$ cat src/rtl/caxi4interconnect_reset_pkg.sv
// Shared definitions for the interconnect reset sequencer.
//   seq_state_e  : sequencer state encoding (IDLE / QUIESCE / HOLD / RELEASE)
//   DOM_ASSERT   : level that holds a domain in reset (domain resets are active-low)
//   DOM_DEASSERT : level that releases a domain
//   clog2()      : ceiling log2, used to size the shared timer
package caxi4interconnect_reset_pkg;

  typedef enum logic [1:0] {
    ST_IDLE    = 2'd0,
    ST_QUIESCE = 2'd1,
    ST_HOLD    = 2'd2,
    ST_RELEASE = 2'd3
  } seq_state_e;

  localparam logic DOM_ASSERT   = 1'b0;
  localparam logic DOM_DEASSERT = 1'b1;

  // Number of bits needed to hold the values 0 .. value-1.
  function automatic int clog2(input int value);
    int v;
    int n;
    n = 0;
    v = (value > 0) ? value - 1 : 0;
    while (v > 0) begin
      n++;
      v = v >> 1;
    end
    return n;
  endfunction

endpackage

$ cat src/rtl/caxi4interconnect_reset_seq_timer.sv
// Loadable down-counter with a terminal-count flag, shared by the quiesce
// timeout, the hold time and the release stage gap.
//   clk      : clock
//   rst      : synchronous active-high reset, presets the count to RST_VAL
//   load     : load load_val this cycle (has priority over counting)
//   load_val : value to load; loading N-1 makes tc rise N cycles later
//   tc       : count is zero (terminal count); the counter then holds at zero
module caxi4interconnect_reset_seq_timer #(
  parameter int               WIDTH   = 8,
  parameter logic [WIDTH-1:0] RST_VAL = '0
) (
  input  logic             clk,
  input  logic             rst,
  input  logic             load,
  input  logic [WIDTH-1:0] load_val,
  output logic             tc
);

  logic [WIDTH-1:0] cnt_q;
  logic [WIDTH-1:0] cnt_d;

  // NOTE: every signal driven here gets a default first, so no path can leave it unassigned and infer a latch.
  always_comb begin
    cnt_d = cnt_q;
    if (load) begin
      cnt_d = load_val;
    end else if (cnt_q != '0) begin
      cnt_d = cnt_q - WIDTH'(1);
    end
  end

  // NOTE: non-blocking assignments so every flop samples pre-edge values regardless of process order.
  always_ff @(posedge clk) begin
    if (rst) begin
      cnt_q <= RST_VAL;
    end else begin
      cnt_q <= cnt_d;
    end
  end

  assign tc = (cnt_q == '0);

endmodule

$ cat src/rtl/caxi4interconnect_reset_sequencer.sv
// Issues the staged active-low per-domain resets of the interconnect.
// A soft-reset request first asks the crossbar to quiesce (bounded by a
// timeout), then all domains are held in reset for HOLD_CYCLES and released
// one at a time, bit 0 first, STAGE_GAP cycles apart. The same hold/release
// sequence runs after sysReset, without the quiesce phase.
//   sysClk      : clock
//   sysReset    : synchronous active-high reset
//   softRstReq  : soft-reset request level, only looked at in IDLE
//   quiesceAck  : crossbar drained, only looked at in QUIESCE
//   quiesceReq  : ask the crossbar to stop accepting and drain
//   domReset_L  : active-low reset per domain
//   seqBusy     : sequence in progress
//   seqDone     : one-cycle pulse with the last domain release
//   timeoutErr  : one-cycle pulse when the quiesce wait timed out
// All outputs come straight from flops.
module caxi4interconnect_reset_sequencer
  import caxi4interconnect_reset_pkg::*;
#(
  parameter int NUM_DOMAINS     = 4,
  parameter int HOLD_CYCLES     = 16,
  parameter int STAGE_GAP       = 4,
  parameter int QUIESCE_TIMEOUT = 256
) (
  input  logic                   sysClk,
  input  logic                   sysReset,
  input  logic                   softRstReq,
  input  logic                   quiesceAck,
  output logic                   quiesceReq,
  output logic [NUM_DOMAINS-1:0] domReset_L,
  output logic                   seqBusy,
  output logic                   seqDone,
  output logic                   timeoutErr
);

  if (NUM_DOMAINS < 1) begin : g_bad_num_domains
    $error("NUM_DOMAINS must be at least 1");
  end
  if (HOLD_CYCLES < 1) begin : g_bad_hold_cycles
    $error("HOLD_CYCLES must be at least 1");
  end
  if (STAGE_GAP < 1) begin : g_bad_stage_gap
    $error("STAGE_GAP must be at least 1");
  end
  if (QUIESCE_TIMEOUT < 1) begin : g_bad_quiesce_timeout
    $error("QUIESCE_TIMEOUT must be at least 1");
  end

  localparam int CNT_MAX_HG = (HOLD_CYCLES > STAGE_GAP) ? HOLD_CYCLES : STAGE_GAP;
  localparam int CNT_MAX    = (CNT_MAX_HG > QUIESCE_TIMEOUT) ? CNT_MAX_HG : QUIESCE_TIMEOUT;
  localparam int CNT_W      = (clog2(CNT_MAX) < 1) ? 1 : clog2(CNT_MAX);

  // Timer loads are N-1: terminal count is reached in the N-th cycle of a phase.
  localparam logic [CNT_W-1:0] HOLD_LD    = CNT_W'(HOLD_CYCLES - 1);
  localparam logic [CNT_W-1:0] GAP_LD     = CNT_W'(STAGE_GAP - 1);
  localparam logic [CNT_W-1:0] QUIESCE_LD = CNT_W'(QUIESCE_TIMEOUT - 1);

  localparam logic [NUM_DOMAINS-1:0] DOM_ALL_ASSERTED = {NUM_DOMAINS{DOM_ASSERT}};
  localparam logic [NUM_DOMAINS-1:0] DOM_ALL_RELEASED = {NUM_DOMAINS{DOM_DEASSERT}};

  seq_state_e             state_q, state_d;
  logic [NUM_DOMAINS-1:0] dom_q, dom_d;
  logic                   qreq_q, qreq_d;
  logic                   busy_q, busy_d;
  logic                   done_q, done_d;
  logic                   terr_q, terr_d;

  logic                   tmr_load;
  logic [CNT_W-1:0]       tmr_val;
  logic                   tmr_tc;
  logic [NUM_DOMAINS-1:0] rel_next;

  // Reset preloads the hold count, so the power-on hold starts in the first
  // cycle after sysReset drops.
  caxi4interconnect_reset_seq_timer #(
    .WIDTH   (CNT_W),
    .RST_VAL (HOLD_LD)
  ) u_timer (
    .clk      (sysClk),
    .rst      (sysReset),
    .load     (tmr_load),
    .load_val (tmr_val),
    .tc       (tmr_tc)
  );

  // Release pattern after one more stage: shift a released level in at bit 0.
  // From the all-asserted hold pattern this releases bit 0 only.
  assign rel_next = (dom_q << 1) | NUM_DOMAINS'(DOM_DEASSERT);

  always_comb begin
    state_d  = state_q;
    dom_d    = dom_q;
    qreq_d   = qreq_q;
    busy_d   = busy_q;
    done_d   = 1'b0;
    terr_d   = 1'b0;
    tmr_load = 1'b0;
    tmr_val  = HOLD_LD;

    case (state_q)
      ST_IDLE: begin
        if (softRstReq) begin
          state_d  = ST_QUIESCE;
          qreq_d   = 1'b1;
          busy_d   = 1'b1;
          tmr_load = 1'b1;
          tmr_val  = QUIESCE_LD;
        end
      end

      ST_QUIESCE: begin
        // An ack in the very last timeout cycle still counts as an ack.
        if (quiesceAck || tmr_tc) begin
          state_d  = ST_HOLD;
          dom_d    = DOM_ALL_ASSERTED;
          terr_d   = !quiesceAck;
          tmr_load = 1'b1;
          tmr_val  = HOLD_LD;
        end
      end

      // The end of HOLD and each stage of RELEASE do the same thing: release
      // one more domain, and finish once the last one is out.
      ST_HOLD, ST_RELEASE: begin
        if (tmr_tc) begin
          dom_d = rel_next;
          if (rel_next == DOM_ALL_RELEASED) begin
            state_d = ST_IDLE;
            qreq_d  = 1'b0;
            busy_d  = 1'b0;
            done_d  = 1'b1;
          end else begin
            state_d  = ST_RELEASE;
            tmr_load = 1'b1;
            tmr_val  = GAP_LD;
          end
        end
      end

      default: state_d = ST_HOLD;
    endcase
  end

  always_ff @(posedge sysClk) begin
    if (sysReset) begin
      state_q <= ST_HOLD;
      dom_q   <= DOM_ALL_ASSERTED;
      qreq_q  <= 1'b0;
      busy_q  <= 1'b1;
      done_q  <= 1'b0;
      terr_q  <= 1'b0;
    end else begin
      state_q <= state_d;
      dom_q   <= dom_d;
      qreq_q  <= qreq_d;
      busy_q  <= busy_d;
      done_q  <= done_d;
      terr_q  <= terr_d;
    end
  end

  assign quiesceReq = qreq_q;
  assign domReset_L = dom_q;
  assign seqBusy    = busy_q;
  assign seqDone    = done_q;
  assign timeoutErr = terr_q;

endmodule

$ cat config.mk
export PLATFORM = sky130hd
export DESIGN_NAME = caxi4interconnect_reset_sequencer
export DESIGN_NICKNAME = d
export VERILOG_FILES = /design/src/rtl/caxi4interconnect_reset_pkg.sv /design/src/rtl/caxi4interconnect_reset_seq_timer.sv /design/src/rtl/caxi4interconnect_reset_sequencer.sv
export SDC_FILE = /design/constraint.sdc
export NUM_CORES = 1
export LEC_CHECK = 0
export ABC_AREA = 1
export CAP_MARGIN = 20
export CORE_MARGIN = 1.5
export CORE_UTILIZATION = 53
export CTS_CLUSTER_DIAMETER = 50
export DETAILED_ROUTE_END_ITERATION = 10
export PLACE_DENSITY = 0.82
export SLEW_MARGIN = 20
export SYNTH_ARGS = -nofsm -noshare
export SYNTH_HDL_FRONTEND = slang
export SYNTH_SLANG_ARGS = --single-unit
export TNS_END_PERCENT = 1
$ cat constraint.sdc
create_clock -name sysClk -period 2.1 [get_ports sysClk]
set_clock_uncertainty 0.15 [all_clocks]
set_input_delay 0.315 -clock sysClk [delete_from_list [all_inputs] [get_ports sysClk]]
set_output_delay 0.315 -clock sysClk [all_outputs]
set_load 0.02 [all_outputs]
Word level (Yosys, flattened, before mapping)
Cells that the tools add are included.
{"block": "word_totals", "latch_bits": 0, "memories": 0, "ram_bits": 0, "romBits": 0, "reg_bits": 18, "output_inout_bits": 8, "wordCells": 58}
{"block": "op_classes", "n_div": 0, "n_bitwise": 4, "shifts": 0, "n_reduce_logical": 14, "multipliers": 0, "n_eq_ne": 8, "n_lt_le_gt_ge": 0, "addsub": 1, "muxes": 24}
{"cell": "$mux 8", "n": 3}
{"cell": "$pmux 8 s3", "n": 1}
{"cell": "$mux 4", "n": 4}
{"cell": "$logic_not 8->1", "n": 1}
{"cell": "$mux 1", "n": 8}
{"cell": "$mux 2", "n": 4}
{"cell": "$ne 2x2->1 const B", "n": 4}
{"cell": "$pmux 4 s2", "n": 1}
{"cell": "$reduce_bool 8->1", "n": 1}
{"cell": "$sub 8x1->8 const B", "n": 1}
{"cell": "$pmux 2 s3", "n": 1}
{"cell": "$reduce_and 3->1", "n": 2}
{"cell": "$reduce_bool 2->1", "n": 3}
{"cell": "$reduce_or 3->1", "n": 2}
{"cell": "$eq 2x2->1 const B", "n": 2}
{"cell": "$not 1->1", "n": 4}
{"cell": "$reduce_and 4->1", "n": 1}
{"cell": "$eq 3x3->1 const B", "n": 1}
{"cell": "$pmux 1 s3", "n": 1}
{"cell": "$eq 2x1->1 const B", "n": 1}
{"cell": "$logic_not 2->1", "n": 1}
{"cell": "$pmux 1 s2", "n": 1}
{"cell": "$reduce_or 2->1", "n": 1}
{"cell": "$logic_not 1->1", "n": 1}
{"cell": "$logic_or 1x1->1", "n": 1}

Longest topological paths before layout
Gate-level depths: netlist of the first run.
{"block": "logic_depth", "word_depth": 5, "mapped_depth": 11}

By module
Synthesis of the first run repeated with hierarchy kept, for this count alone.
{"block": "hier_totals", "hier_cells": 130, "hier_area_um2": 964.7}
{"module": "caxi4interconnect_reset_seq_timer", "cells_each": 68, "area_each_um2": 504.2, "instances": 1}
{"module": "caxi4interconnect_reset_sequencer", "cells_each": 62, "area_each_um2": 460.4, "instances": 1}

Least setup slack after synthesis of the first run
OpenSTA, ideal clock, no wires.
{"block": "synth_timing", "path_type": "reg-to-reg", "startpoint": "register dom_q[1], in the netlist domReset_L[1]", "endpoint": "register u_timer.cnt_q[0]", "path_stages_with_launch": 7, "slack_ns": 0.626, "arrival_ns": 1.201, "n_path_buf": 0, "setup_time_ns": 0.122, "period_less_slack_ns": 1.474, "cell_sequence": "dfxtp_1 -> nand3_1 -> nand2_1 -> inv_1 -> a21oi_4 -> nand3_1 -> nand3b_1"}
{"block": "synth_via", "elab_chain_len": 5, "word_cells_on_any_way": 6, "cone_classes": "1 x eq/ne; 4 x mux; 1 x reduce/logical"}
{"item": "start: declaration", "line": "caxi4interconnect_reset_sequencer.sv:61", "source": "logic [NUM_DOMAINS-1:0] dom_q, dom_d;"}
{"item": "start signal: assignment", "line": "caxi4interconnect_reset_sequencer.sv:153", "source": "dom_q <= dom_d;"}
{"item": "$eq 3x3->1 *", "line": "caxi4interconnect_reset_sequencer.sv:126", "source": "if (rel_next == DOM_ALL_RELEASED) begin"}
{"item": "$mux 1 *", "line": "caxi4interconnect_reset_sequencer.sv:126"}
{"item": "$mux 1 *", "line": "caxi4interconnect_reset_sequencer.sv:124", "source": "if (tmr_tc) begin"}
{"item": "$pmux 1 s3 *", "line": "caxi4interconnect_reset_sequencer.sv:99", "source": "case (state_q)"}
{"item": "$mux 8 / $reduce_bool 2->1 (equally long branches)"}
{"item": "end signal: assignment", "line": "caxi4interconnect_reset_seq_timer.sv:37", "source": "cnt_q <= cnt_d;"}
{"item": "end: declaration", "line": "caxi4interconnect_reset_seq_timer.sv:19", "source": "logic [WIDTH-1:0] cnt_q;"}
Every way passes the cells marked *; elsewhere a longest branch is shown, timed or not.
A chain may end at the register's enable or synchronous reset.

Worst setup path after layout of the first run
{"block": "layout_timing", "startpoint": "register dom_q[2], in the netlist domReset_L[2]", "endpoint": "output domReset_L[2]"}
{"item": "end: declaration", "line": "caxi4interconnect_reset_sequencer.sv:29", "source": "output logic [NUM_DOMAINS-1:0] domReset_L,"}
No word-level cell between the ends.

==> report_table.html, run 1 <==
<table>
<tr><th>Metric</th><th>Value</th></tr>
<tr><th colspan="2">Final layout</th></tr>
<tr><td>Final antenna diode count</td><td>0</td></tr>
<tr><td>Final instance count without filler cells</td><td>170</td></tr>
<tr><td>Number of nets at the end of the flow</td><td>152</td></tr>
<tr><td>Ratio of cells with drive above 1 in the final layout</td><td>between 10% and 20%</td></tr>
<tr><td>Relative area change from synthesis to final layout</td><td>16.5%</td></tr>
<tr><th colspan="2">Pwr</th></tr>
<tr><td>Worst supply voltage drop on vdd</td><td>354 uV</td></tr>
<tr><td>Power per standard cell area</td><td>525 nW/um^2</td></tr>
<tr><td>Post-layout total power</td><td>0.000603 W</td></tr>
<tr><td>Standby leakage power</td><td>0.508 nW</td></tr>
<tr><th colspan="2">Drt</th></tr>
<tr><td>DRC marker count from the first detailed-route iteration</td><td>15</td></tr>
<tr><td>Met2 Wirelength</td><td>1090 um</td></tr>
<tr><td>Wire length per cell after detailed routing</td><td>12.4 um</td></tr>
<tr><td>Via count</td><td>882</td></tr>
<tr><td>Number of design rule violations left after detail routing</td><td>0</td></tr>
<tr><td>Vias per Instance</td><td>5.19</td></tr>
<tr><td>Number of optimization iterations in the first detailed-route pass</td><td>4</td></tr>
<tr><td>Final ANT Viol Nets</td><td>0</td></tr>
<tr><td>Wirelength, routed</td><td>about 2100 um</td></tr>
<tr><td>Met3 layer wire length in the routed design</td><td>55 um</td></tr>
<tr><td>Highest routing layer actually used</td><td>met4</td></tr>
<tr><td>Wire length on met1</td><td>~910 um</td></tr>
<tr><th colspan="2">Critical path</th></tr>
<tr><td>Buf+Inv Stages, Crit Path</td><td>1</td></tr>
<tr><td>Data arrival time of the worst path</td><td>1.34 ns</td></tr>
<tr><td>Startpoint types</td><td>flip-flop</td></tr>
<tr><td>Required arrival time at the worst endpoint</td><td>between 1.5 and 2 ns</td></tr>
<tr><td>Largest fanout of any net on the critical path</td><td>4</td></tr>
<tr><td>Critical path's top delay family</td><td>buffers and inverters</td></tr>
<tr><td>Slowest Stage Delay on Critical Path</td><td>approximately 0.63 ns</td></tr>
<tr><td>Worst Setup End Kind</td><td>primary output</td></tr>
<tr><td>Highest-delay cell along the critical path</td><td>clkdlybuf4s50_1</td></tr>
<tr><td>Critical setup path kind</td><td>flip-flop to primary output</td></tr>
<tr><td>Ordered cell list for the critical path</td><td>clkdlybuf4s50_1</td></tr>
<tr><th colspan="2">Die</th></tr>
<tr><td>Initial core utilization</td><td>about 56%</td></tr>
<tr><td>Standard-cell row count</td><td>15</td></tr>
<tr><td>Total Die Area</td><td>roughly 2100 um^2</td></tr>
<tr><td>Vertical extent of the die</td><td>approximately 46 um</td></tr>
<tr><td>Die W</td><td>~46 um</td></tr>
<tr><td>Top-Level Pins</td><td>12</td></tr>
<tr><td>Core ar.</td><td>about 1700 um^2</td></tr>
<tr><th colspan="2">STA</th></tr>
<tr><td>Transition time at the pin with the least slew margin</td><td>between 0.3 and 0.4 ns</td></tr>
<tr><td>Slew Limit Headroom</td><td>between 70% and 80%</td></tr>
<tr><td>Worst Hold Slack</td><td>0.316 ns</td></tr>
<tr><td>Setup TNS after final layout</td><td>0 ns</td></tr>
<tr><td>Max frequency</td><td>between 500 and 600 MHz</td></tr>
<tr><td>Final Hold Violating Endpoints</td><td>0</td></tr>
<tr><td>Share of the clock period used by the worst path after layout</td><td>a little under nine tenths</td></tr>
<tr><td>Setup repair after global routing missed its margin</td><td>no</td></tr>
<tr><td>Final Max Tran Viols</td><td>0</td></tr>
<tr><td>Min Tclk post-route</td><td>~1.8 ns</td></tr>
<tr><td>Setup violations, final</td><td>0</td></tr>
<tr><td>Min setup slack post-route</td><td>0.300 ns</td></tr>
<tr><th colspan="2">CTS</th></tr>
<tr><td>Maximum level of the CTS H-tree</td><td>1</td></tr>
<tr><td>Setup repair bufs after CTS</td><td>0</td></tr>
<tr><td>Number of CTS-inserted buffers</td><td>3</td></tr>
<tr><td>Number of gates given a new drive strength after cts</td><td>0</td></tr>
<tr><td>Number of buffers inserted by hold repair at cts</td><td>0</td></tr>
<tr><td>Num Clock Sinks</td><td>18</td></tr>
<tr><td>Root buffer cell</td><td>clkbuf_4</td></tr>
<tr><td>Clk Latency, worst-skew pair</td><td>0.29 ns</td></tr>
<tr><td>Clock tree from TritonCTS</td><td>done</td></tr>
<tr><td>Worst-case clock buffer depth</td><td>2</td></tr>
<tr><td>CTS clk-pin slew, worst paths</td><td>about 0.1 ns</td></tr>
<tr><th colspan="2">Synth</th></tr>
<tr><td>Count of synthesis-stage warnings from yosys</td><td>0</td></tr>
<tr><td>Cell variety after synth</td><td>27</td></tr>
<tr><td>Post-Syn Nets</td><td>138</td></tr>
<tr><td>Netlist area before placement</td><td>just under 1000 um^2</td></tr>
<tr><td>Synthesized area per cell</td><td>7.47 um^2</td></tr>
<tr><td>Yosys reg bits</td><td>18</td></tr>
<tr><td>Part of the Yosys area used for sequential elements</td><td>36.5%</td></tr>
<tr><td>Number of instances in the synthesized netlist</td><td>between 100 and 150</td></tr>
<tr><th colspan="2">Placed design</th></tr>
<tr><td>Final GP Congestion</td><td>a little over 0.8</td></tr>
<tr><td>Placed instance count</td><td>about 170</td></tr>
<tr><td>Quantity of I/O buffers inserted on ports</td><td>11</td></tr>
<tr><td>HPWL reported at the end of detailed placement</td><td>1630 um</td></tr>
<tr><td>Worst slack at placement</td><td>between 0.3 and 0.4 ns</td></tr>
<tr><th colspan="2">Global routing</th></tr>
<tr><td>Residual overflow from global routing</td><td>0</td></tr>
<tr><td>Global-route wire length before repair</td><td>about 3400 um</td></tr>
<tr><td>Total track usage</td><td>between 20% and 30%</td></tr>
<tr><td>Vias in the first global route</td><td>roughly 800</td></tr>
<tr><td>Antenna violations before repair</td><td>0</td></tr>
<tr><td>Maximum number of pins on one net before global-route repair</td><td>13</td></tr>
<tr><th colspan="2">Outcome</th></tr>
<tr><td>Status</td><td>finished clean</td></tr>
<tr><th colspan="2">Hold path</th></tr>
<tr><td>Class of the tightest hold or removal check</td><td>flip-flop to flip-flop</td></tr>
<tr><th colspan="2">Job</th></tr>
<tr><td>Count of maximum capacitance violations</td><td>0</td></tr>
</table>
==> per-stage QoR <==
stage               cell area, um^2  util, %
global route                   1150     65.8
global placement               1110     63.7
finish                         1150     65.8
detailed placement             1110     63.7
CTS                            1150     65.8
floorplan                       986        -
==> sequential cells by signal, summed over array words and instances, names as in the netlist <==
register       count
u_timer.cnt_q      8
seqBusy            1
state_q            2
timeoutErr         1
seqDone            1
domReset_L         4
quiesceReq         1
==> metal layers <==
layer	global-route usage, %	vias up
met4	12.0	0
met1	26.3	408
met3	3.53	8
met2	39.4	17
met5	0	-
li1	-	449
==> area by class of cell <==
| type | count | area, um^2 |
|---|---|---|
| repair buffers | 12 | 118 |
| inverters | 14 | 52.6 |
| flip-flops and latches | 18 | 360 |
| fillers | 155 | 597 |
| well taps | 25 | 31.3 |
| multi-input cells | 97 | 551 |
| clock buffers | 4 | 36.3 |
==> kinds of logic (layout without fill, tap and decap cells) <==
group / Yosys count / count (layout) / share of synthesized area [%]
simple gates: 80 / 80 / 43.1
flops: 18 / 18 / 36.5
buf+inv: 17 / 30 / 7.61
compound gates: 13 / 13 / 8.38
fa+ha+maj: 2 / 2 / 2.54
xor+xnor: 2 / 2 / 1.78
==> layout by cell type, fill, tap and decap left out, types with 2 or more instances in the layout <==
cell,count
dfxtp_1,18
xnor2_1,2
clkdlybuf4s50_1,11
a21oi_1,7
nor2_2,3
nor2_4,3
nand2_4,4
ha_1,2
clkbuf_4,3
nand4_1,4
inv_1,11
nor2_1,15
nand2_1,29
nand3_1,13
nand3b_1,2
o21ai_0,2
nand2_2,3
inv_2,3
==> Yosys cell counts <==
library cell | instances | area (um^2)
inv_2 | 3 | 11.3
nand3_2 | 1 | 10.0
a21oi_4 | 1 | 16.3
nand3_1 | 13 | 65.1
o21ai_2 | 1 | 8.76
nand3b_1 | 2 | 15.0
o21ai_1 | 1 | 5.00
clkbuf_1 | 1 | 3.75
dfxtp_1 | 18 | 360
buf_4 | 1 | 7.51
o21ai_0 | 2 | 10.0
nand3_4 | 1 | 17.5
nand2_2 | 3 | 18.8
o211ai_1 | 1 | 7.51
a21oi_1 | 7 | 35.0
nor4_1 | 1 | 6.26
nor2_4 | 3 | 33.8
nand2_4 | 4 | 45.0
nor2_1 | 15 | 56.3
nand4_1 | 4 | 25.0
buf_6 | 1 | 11.3
xnor2_1 | 2 | 17.5
nand2_1 | 29 | 109
nor3_1 | 1 | 5.00
inv_1 | 11 | 41.3
ha_1 | 2 | 25.0
nor2_2 | 3 | 18.8
==> power by group <==
part / internal, W / switching [W]
Sequential: 0.000346 / 0.00000410
Clock: 0.000106 / 0.000107
Combinational: 0.0000172 / 0.0000235
==> final timing paths <==
check        cells past startpoint                       endpoint  slack [ns]                           from
min                              2           seqBusy$_SDFFE_PP1P_        0.32           seqBusy$_SDFFE_PP1P_
max reg2reg                      9  u_timer.cnt_q[6]$_SDFFE_PP0P_        0.40  u_timer.cnt_q[0]$_SDFFE_PP1P_
min reg2reg                      2           seqBusy$_SDFFE_PP1P_        0.32           seqBusy$_SDFFE_PP1P_
max                              1                  domReset_L[2]        0.30     domReset_L[2]$_SDFFE_PP0P_
No activity file was read; power rests on OpenSTA's default activity.
==> run 2, diff against run 1 <==
--- a/config.mk
+++ b/config.mk
@@ -16,4 +16,3 @@
 export SYNTH_ARGS = -nofsm -noshare
 export SYNTH_HDL_FRONTEND = slang
 export SYNTH_SLANG_ARGS = --single-unit
-export TNS_END_PERCENT = 1
==> results of run 2 <==
Same layout as run 1: the final DEF is identical, and so are final timing and power.
==> run 3, diff against run 2 <==
--- a/config.mk
+++ b/config.mk
@@ -9,8 +9,8 @@
 export CAP_MARGIN = 20
 export CORE_MARGIN = 1.5
 export CORE_UTILIZATION = 53
-export CTS_CLUSTER_DIAMETER = 50
 export DETAILED_ROUTE_END_ITERATION = 10
+export GPL_ROUTABILITY_DRIVEN = 0
 export PLACE_DENSITY = 0.82
 export SLEW_MARGIN = 20
 export SYNTH_ARGS = -nofsm -noshare
==> results of run 3 <==
Same layout as run 1: the final DEF is identical, and so are final timing and power.
==> RTL change 1 (flow settings as in run 1) <==
Make the reset (`rst` and `sysReset`) asynchronous in 2 clocked blocks. Comments in the files are not updated.
--- a/src/rtl/caxi4interconnect_reset_seq_timer.sv
+++ b/src/rtl/caxi4interconnect_reset_seq_timer.sv
@@ -30,7 +30,7 @@
   end
 
   // NOTE: non-blocking assignments so every flop samples pre-edge values regardless of process order.
-  always_ff @(posedge clk) begin
+  always_ff @(posedge clk or posedge rst) begin
     if (rst) begin
       cnt_q <= RST_VAL;
     end else begin
--- a/src/rtl/caxi4interconnect_reset_sequencer.sv
+++ b/src/rtl/caxi4interconnect_reset_sequencer.sv
@@ -140,7 +140,7 @@
     endcase
   end
 
-  always_ff @(posedge sysClk) begin
+  always_ff @(posedge sysClk or posedge sysReset) begin
     if (sysReset) begin
       state_q <= ST_HOLD;
       dom_q   <= DOM_ALL_ASSERTED;
Formal check against the unedited RTL: no difference found for any inputs over 10 cycles, from zero or initial values and one cycle with sysReset high; that may be too few to reach the edited logic, so the function may still have changed.
==> RTL change 1 against run 1 <==
  * Design area is 1.9% higher
  * Setup slack worse by 0.11 ns
  * Final cell count is 3.5% lower
  * Routed wire length is 6.5% lower
  * Hold slack worse by 0.077 ns
  * Via count is 6.0% lower
  * Register-to-register slack worse by 0.07 ns
  * Sequential cell count stayed put
  * Area after synthesis is 0.63% higher
  * Largest cell class is now sequential cells
Power is not compared: it rests on default switching activity, and its combinational part moved more than twofold at a synthesized area within 25%.
==> RTL change 1: results (changes against run 1) <==
| Metric | Value |
|---|---|
| Outcome | finished, final reports clean (unchanged) |
| CP arrival | 1.44 ns (was 1.34 ns) |
| Post-CTS setup buffers | 0 (unchanged) |
| DR vias/cell | 5.05 (was 5.19) |
| Slew HR | 56.5% (was 74.2%) |
| Layout cells sized above 1 | 21.6% (was 17.2%) |
| Reg2reg setup slack | 0.33 ns (was 0.40 ns) |
| Largest delay contributor family on the critical path | buffers and inverters (unchanged) |
| Synth area leaders | dfrtp_1, dfstp_2, nand2_1, inv_1, nand3_1 (was dfxtp_1, nand2_1, nand3_1, nor2_1, nand2_4) |
| Setup crit start | seqBusy$_DFFE_PP1P_ (was domReset_L[2]$_SDFFE_PP0P_) |
| Port bufs | 11 (unchanged) |
| Worst reg2reg endpoint | u_timer.cnt_q[7]$_DFFE_PP0P_ (was u_timer.cnt_q[6]$_SDFFE_PP0P_) |
| Distinct cells, synth | 20 (was 27) |
| Ys async rst share | 100% (was 0%) |
| Register area share after synthesis | 46.2% (was 36.5%) |
| Net Count, Synth | 130 (was 138) |
| Compound-gate portion of the synthesized area | 9.46% (was 8.38%) |
| First-pass detailed-route iteration total | 4 (unchanged) |
| Tot GR Track Use | 22.1% (was 22.7%) |
| Fill count | 151 (was 155) |
| Length in cells of the worst reg-to-reg path | 8 (was 9) |
| Post-Synth Adder-Cell Area | 2.52% (was 2.54%) |
| Post-Synth XOR/XNOR Area | 1.77% (was 1.78%) |
| First DRT Iteration DRCs | 13 (was 15) |
| Hpwl dp | 1520 microns (was 1630 microns) |
| WHS | 0.239 ns (was 0.316 ns) |
| First-pass GRT wire length | 3330 microns (was 3420 microns) |
| Slowest cell delay on critical path | 0.60 ns (was 0.63 ns) |
| Top FF cell, synth | dfrtp_1 (was dfxtp_1) |
| HP Class | in -> async (was reg -> reg) |
| Synthesis Warnings | 0 (unchanged) |
| DR WL/cell | 12.1 microns (was 12.4 microns) |
| Post-synth top cells | nand2_1, inv_1, nand3_1 (was nand2_1, dfxtp_1, nor2_1) |
| Dpl ws | 0.336 ns (was 0.386 ns) |
| Final net count | 146 (was 152) |
| Crit-path max FO | 2 (was 4) |
| GPL Wtd Cong | 0.837 (was 0.825) |
| RR Startpoint | u_timer.cnt_q[0]$_DFFE_PP1P_ (was u_timer.cnt_q[0]$_SDFFE_PP1P_) |
| Vias in the first global route | 805 (was 822) |
| Largest net degree at the start of global routing | 19 (was 13) |
==> RTL change 1: kinds of logic after synthesis <==
logic type | count (synthesis)
buffers and inverters | 23
adder cells (fa/ha/maj) | 2
AO/OA/AOI/OAI | 14
AND/OR/NAND/NOR | 65
flip-flops | 18
XOR/XNOR | 2
==> RTL change 1: stage by stage <==
step | area (sq um) | cells
4_1_cts | 1170 | 164
3_5_place_dp | 1130 | 160
3_3_place_gp | 1130 | 160
5_1_grt | 1170 | 164
6_report | 1170 | 164
2_1_floorplan | 992 | 124
==> RTL change 1: how the worst max path moves through the flow <==
stage / cells after the start / slack (ns) / end
3_5_place_dp: 7 / 0.34 / u_timer.cnt_q[7]$_DFFE_PP0P_
5_1_grt: 1 / 0.16 / seqBusy
2_1_floorplan: 10 / 0.45 / u_timer.cnt_q[4]$_DFFE_PP0P_
3_3_place_gp: 7 / 0.38 / u_timer.cnt_q[7]$_DFFE_PP0P_
4_1_cts: 1 / 0.20 / seqBusy
6_report: 1 / 0.19 / seqBusy
==> RTL change 1: routing by layer <==
layer  vias up  share of wire, %  track usage [%]
li1        414                 -                -
met1       394                43             26.5
met2        16                51             39.2
met3         5               3.6             3.53
met4         0               1.8             8.57
met5         -                 0                0
==> RTL change 1: layout make-up <==
class | count | area (sq um) | area share, %
clock buffers | 4 | 36.3 | 3.10
repair buffers | 11 | 110 | 9.41
well taps | 25 | 31.3 | 2.67
flip-flops and latches | 18 | 458 | 39.1
multi-input cells | 83 | 448 | 38.3
inverters | 23 | 86.3 | 7.38
==> RTL change 1: power by group <==
group          internal, W  switching, W  total (W)
logic             0.000303      0.000452   0.000755
registers         0.000536      0.000122   0.000658
clock network     0.000106      0.000112   0.000218
==> RTL change 2 (flow settings as in run 1) <==
Without the edit above. Set the parameter `STAGE_GAP` to 8 (it was 4).
--- a/src/rtl/caxi4interconnect_reset_sequencer.sv
+++ b/src/rtl/caxi4interconnect_reset_sequencer.sv
@@ -18,7 +18,7 @@
 #(
   parameter int NUM_DOMAINS     = 4,
   parameter int HOLD_CYCLES     = 16,
-  parameter int STAGE_GAP       = 4,
+  parameter int STAGE_GAP       = 8,
   parameter int QUIESCE_TIMEOUT = 256
 ) (
   input  logic                   sysClk,
Function: no difference found for any inputs over 10 cycles, from zero or initial values and one cycle with sysReset high; that may be too few to reach the edited logic, so the function may still have changed.
==> RTL change 2 against run 1 <==
  * First-iteration DRC count rose by 130%
  * Critical path type is now reg -> reg
  * Sequential cell count unchanged
  * Area after synthesis increased by 1.6%
  * Critical endpoint is now state_q[0]$_SDFFE_PP0P_
  * Utilization fell by 0.072 points
  * Routed wire length down 6.5%
  * Setup slack better by 0.024 ns
  * Power shrank 7.0%
  * Design area is 0.11% lower
  * Via count is the same
==> RTL change 2: results (changes against run 1) <==
| Metric | Value |
|---|---|
| Worst-path cell with the longest stage delay | dfxtp_1 (was clkdlybuf4s50_1) |
| Hold EP | quiesceReq$_SDFFE_PP0P_ (was seqBusy$_SDFFE_PP1P_) |
| Hpwl dp | 1540 microns (was 1630 microns) |
| Worst hold path startpoint | quiesceReq$_SDFFE_PP0P_ (was seqBusy$_SDFFE_PP1P_) |
| Largest delay contributor family on the critical path | simple AND/OR/NAND/NOR gates (was buffers and inverters) |
| Placed inst area | 1120 sq um (was 1110 sq um) |
| First DRT Iteration DRCs | 34 (was 15) |
| Tot GR Track Use | 22.0% (was 22.7%) |
| Register area share after synthesis | 36.0% (was 36.5%) |
| Vias | 882 (unchanged) |
| Post-Synth Adder-Cell Area | 2.50% (was 2.54%) |
| Outcome | finished, final reports clean (unchanged) |
| Post-synth top cells | nand2_1, dfxtp_1, inv_1 (was nand2_1, dfxtp_1, nor2_1) |
| Slew HR | 78.8% (was 74.2%) |
| Synth area leaders | dfxtp_1, nand2_1, inv_1, nor2_1, nand3_1 (was dfxtp_1, nand2_1, nand3_1, nor2_1, nand2_4) |
| Worst reg2reg endpoint | state_q[0]$_SDFFE_PP0P_ (was u_timer.cnt_q[6]$_SDFFE_PP0P_) |
| Synth Instances | 134 (was 132) |
| Post-Synth XOR/XNOR Area | 2.62% (was 1.78%) |
| DR vias/cell | 5.16 (was 5.19) |
| Lkg Pwr | 0.519 nW (was 0.508 nW) |
| DR WL/cell | 11.6 microns (was 12.4 microns) |
| CP arrival | 1.82 ns (was 1.34 ns) |
| RR Startpoint | u_timer.cnt_q[0]$_SDFFE_PP1P_ (unchanged) |
| Slowest cell delay on critical path | 0.34 ns (was 0.63 ns) |
| Compound-gate portion of the synthesized area | 9.36% (was 8.38%) |
| Vias in the first global route | 789 (was 822) |
| Reg2reg setup slack | 0.32 ns (was 0.40 ns) |
| GPL Wtd Cong | 0.796 (was 0.825) |
| Net Count, Synth | 140 (was 138) |
| Cells after DPL | 168 (was 166) |
| Final net count | 154 (was 152) |
| First-pass GRT wire length | 3400 microns (was 3420 microns) |
## RTL change 2: cell types whose count changed after synthesis, moves of 3 or more
| cell | run 1 | this run |
|---|---|---|
| nand4_1 | 4 | 7 |
| inv_1 | 11 | 17 |
| inv_2 | 3 | 0 |
| xor2_1 | 0 | 3 |
## RTL change 2: worst reg2reg max path, delay by kind of cell, from the launching register on
kind                     cells  cell delay [ns]
flip-flops                   1             0.34
adder cells (fa/ha/maj)      1             0.17
AND/OR/NAND/NOR              4             0.61
AO/OA/AOI/OAI                1             0.11
buffers and inverters        3             0.29
## RTL change 2: worst max-delay path by stage
| stage | to | from | cells after the start | slack, ns |
|---|---|---|---|---|
| after floorplan | domReset_L[0]$_SDFFE_PP0P_ | u_timer.cnt_q[0]$_SDFFE_PP1P_ | 10 | 0.58 |
| after global placement | u_timer.cnt_q[3]$_SDFFE_PP1P_ | quiesceAck | 7 | 0.36 |
| after detailed placement | u_timer.cnt_q[3]$_SDFFE_PP1P_ | quiesceAck | 7 | 0.32 |
| after CTS | domReset_L[0] | domReset_L[0]$_SDFFE_PP0P_ | 1 | 0.33 |
| after global routing | state_q[0]$_SDFFE_PP0P_ | u_timer.cnt_q[0]$_SDFFE_PP1P_ | 9 | 0.22 |
| final | state_q[0]$_SDFFE_PP0P_ | u_timer.cnt_q[0]$_SDFFE_PP1P_ | 9 | 0.32 |
## RTL change 2: logic make-up after synthesis
kind of cell,count (synthesis)
simple gates,77
fa+ha+maj,2
buf+inv,20
compound gates,14
xor+xnor,3
flops,18
## RTL change 2: power by group
part           internal, W  switching [W]
clock            0.0000667       0.000106
combinational    0.0000160      0.0000220
sequential        0.000346     0.00000423
total             0.000429       0.000132
## RTL change 2: layout make-up
type | instances | area share, %
clock buffers | 3 | 1.96
inverters | 17 | 5.56
multi-input cells | 96 | 48.1
flip-flops and latches | 18 | 31.4
well taps | 25 | 2.73
repair buffers | 12 | 10.3
## RTL change 2: through the flow
stage | utilization (%) | hold WS, ns | power, W | worst slack, ns
after global routing | 65.7 | 0.335 | 0.000576 | 0.218
after global placement | 64.4 | 0.309 | 0.000395 | 0.358
after CTS | 65.7 | 0.325 | 0.000561 | 0.329
final | 65.7 | 0.315 | 0.000561 | 0.324
after detailed placement | 64.4 | 0.305 | 0.000396 | 0.322
after floorplan | - | 0.244 | 0.000382 | 0.584
## RTL change 2: layer usage
metal	vias up	GRT usage [%]	wire [microns]
met1	393	31.7	975
met2	26	32.2	882
met3	5	5.10	88
met4	0	6.86	30
li1	458	-	-
met5	-	0	0
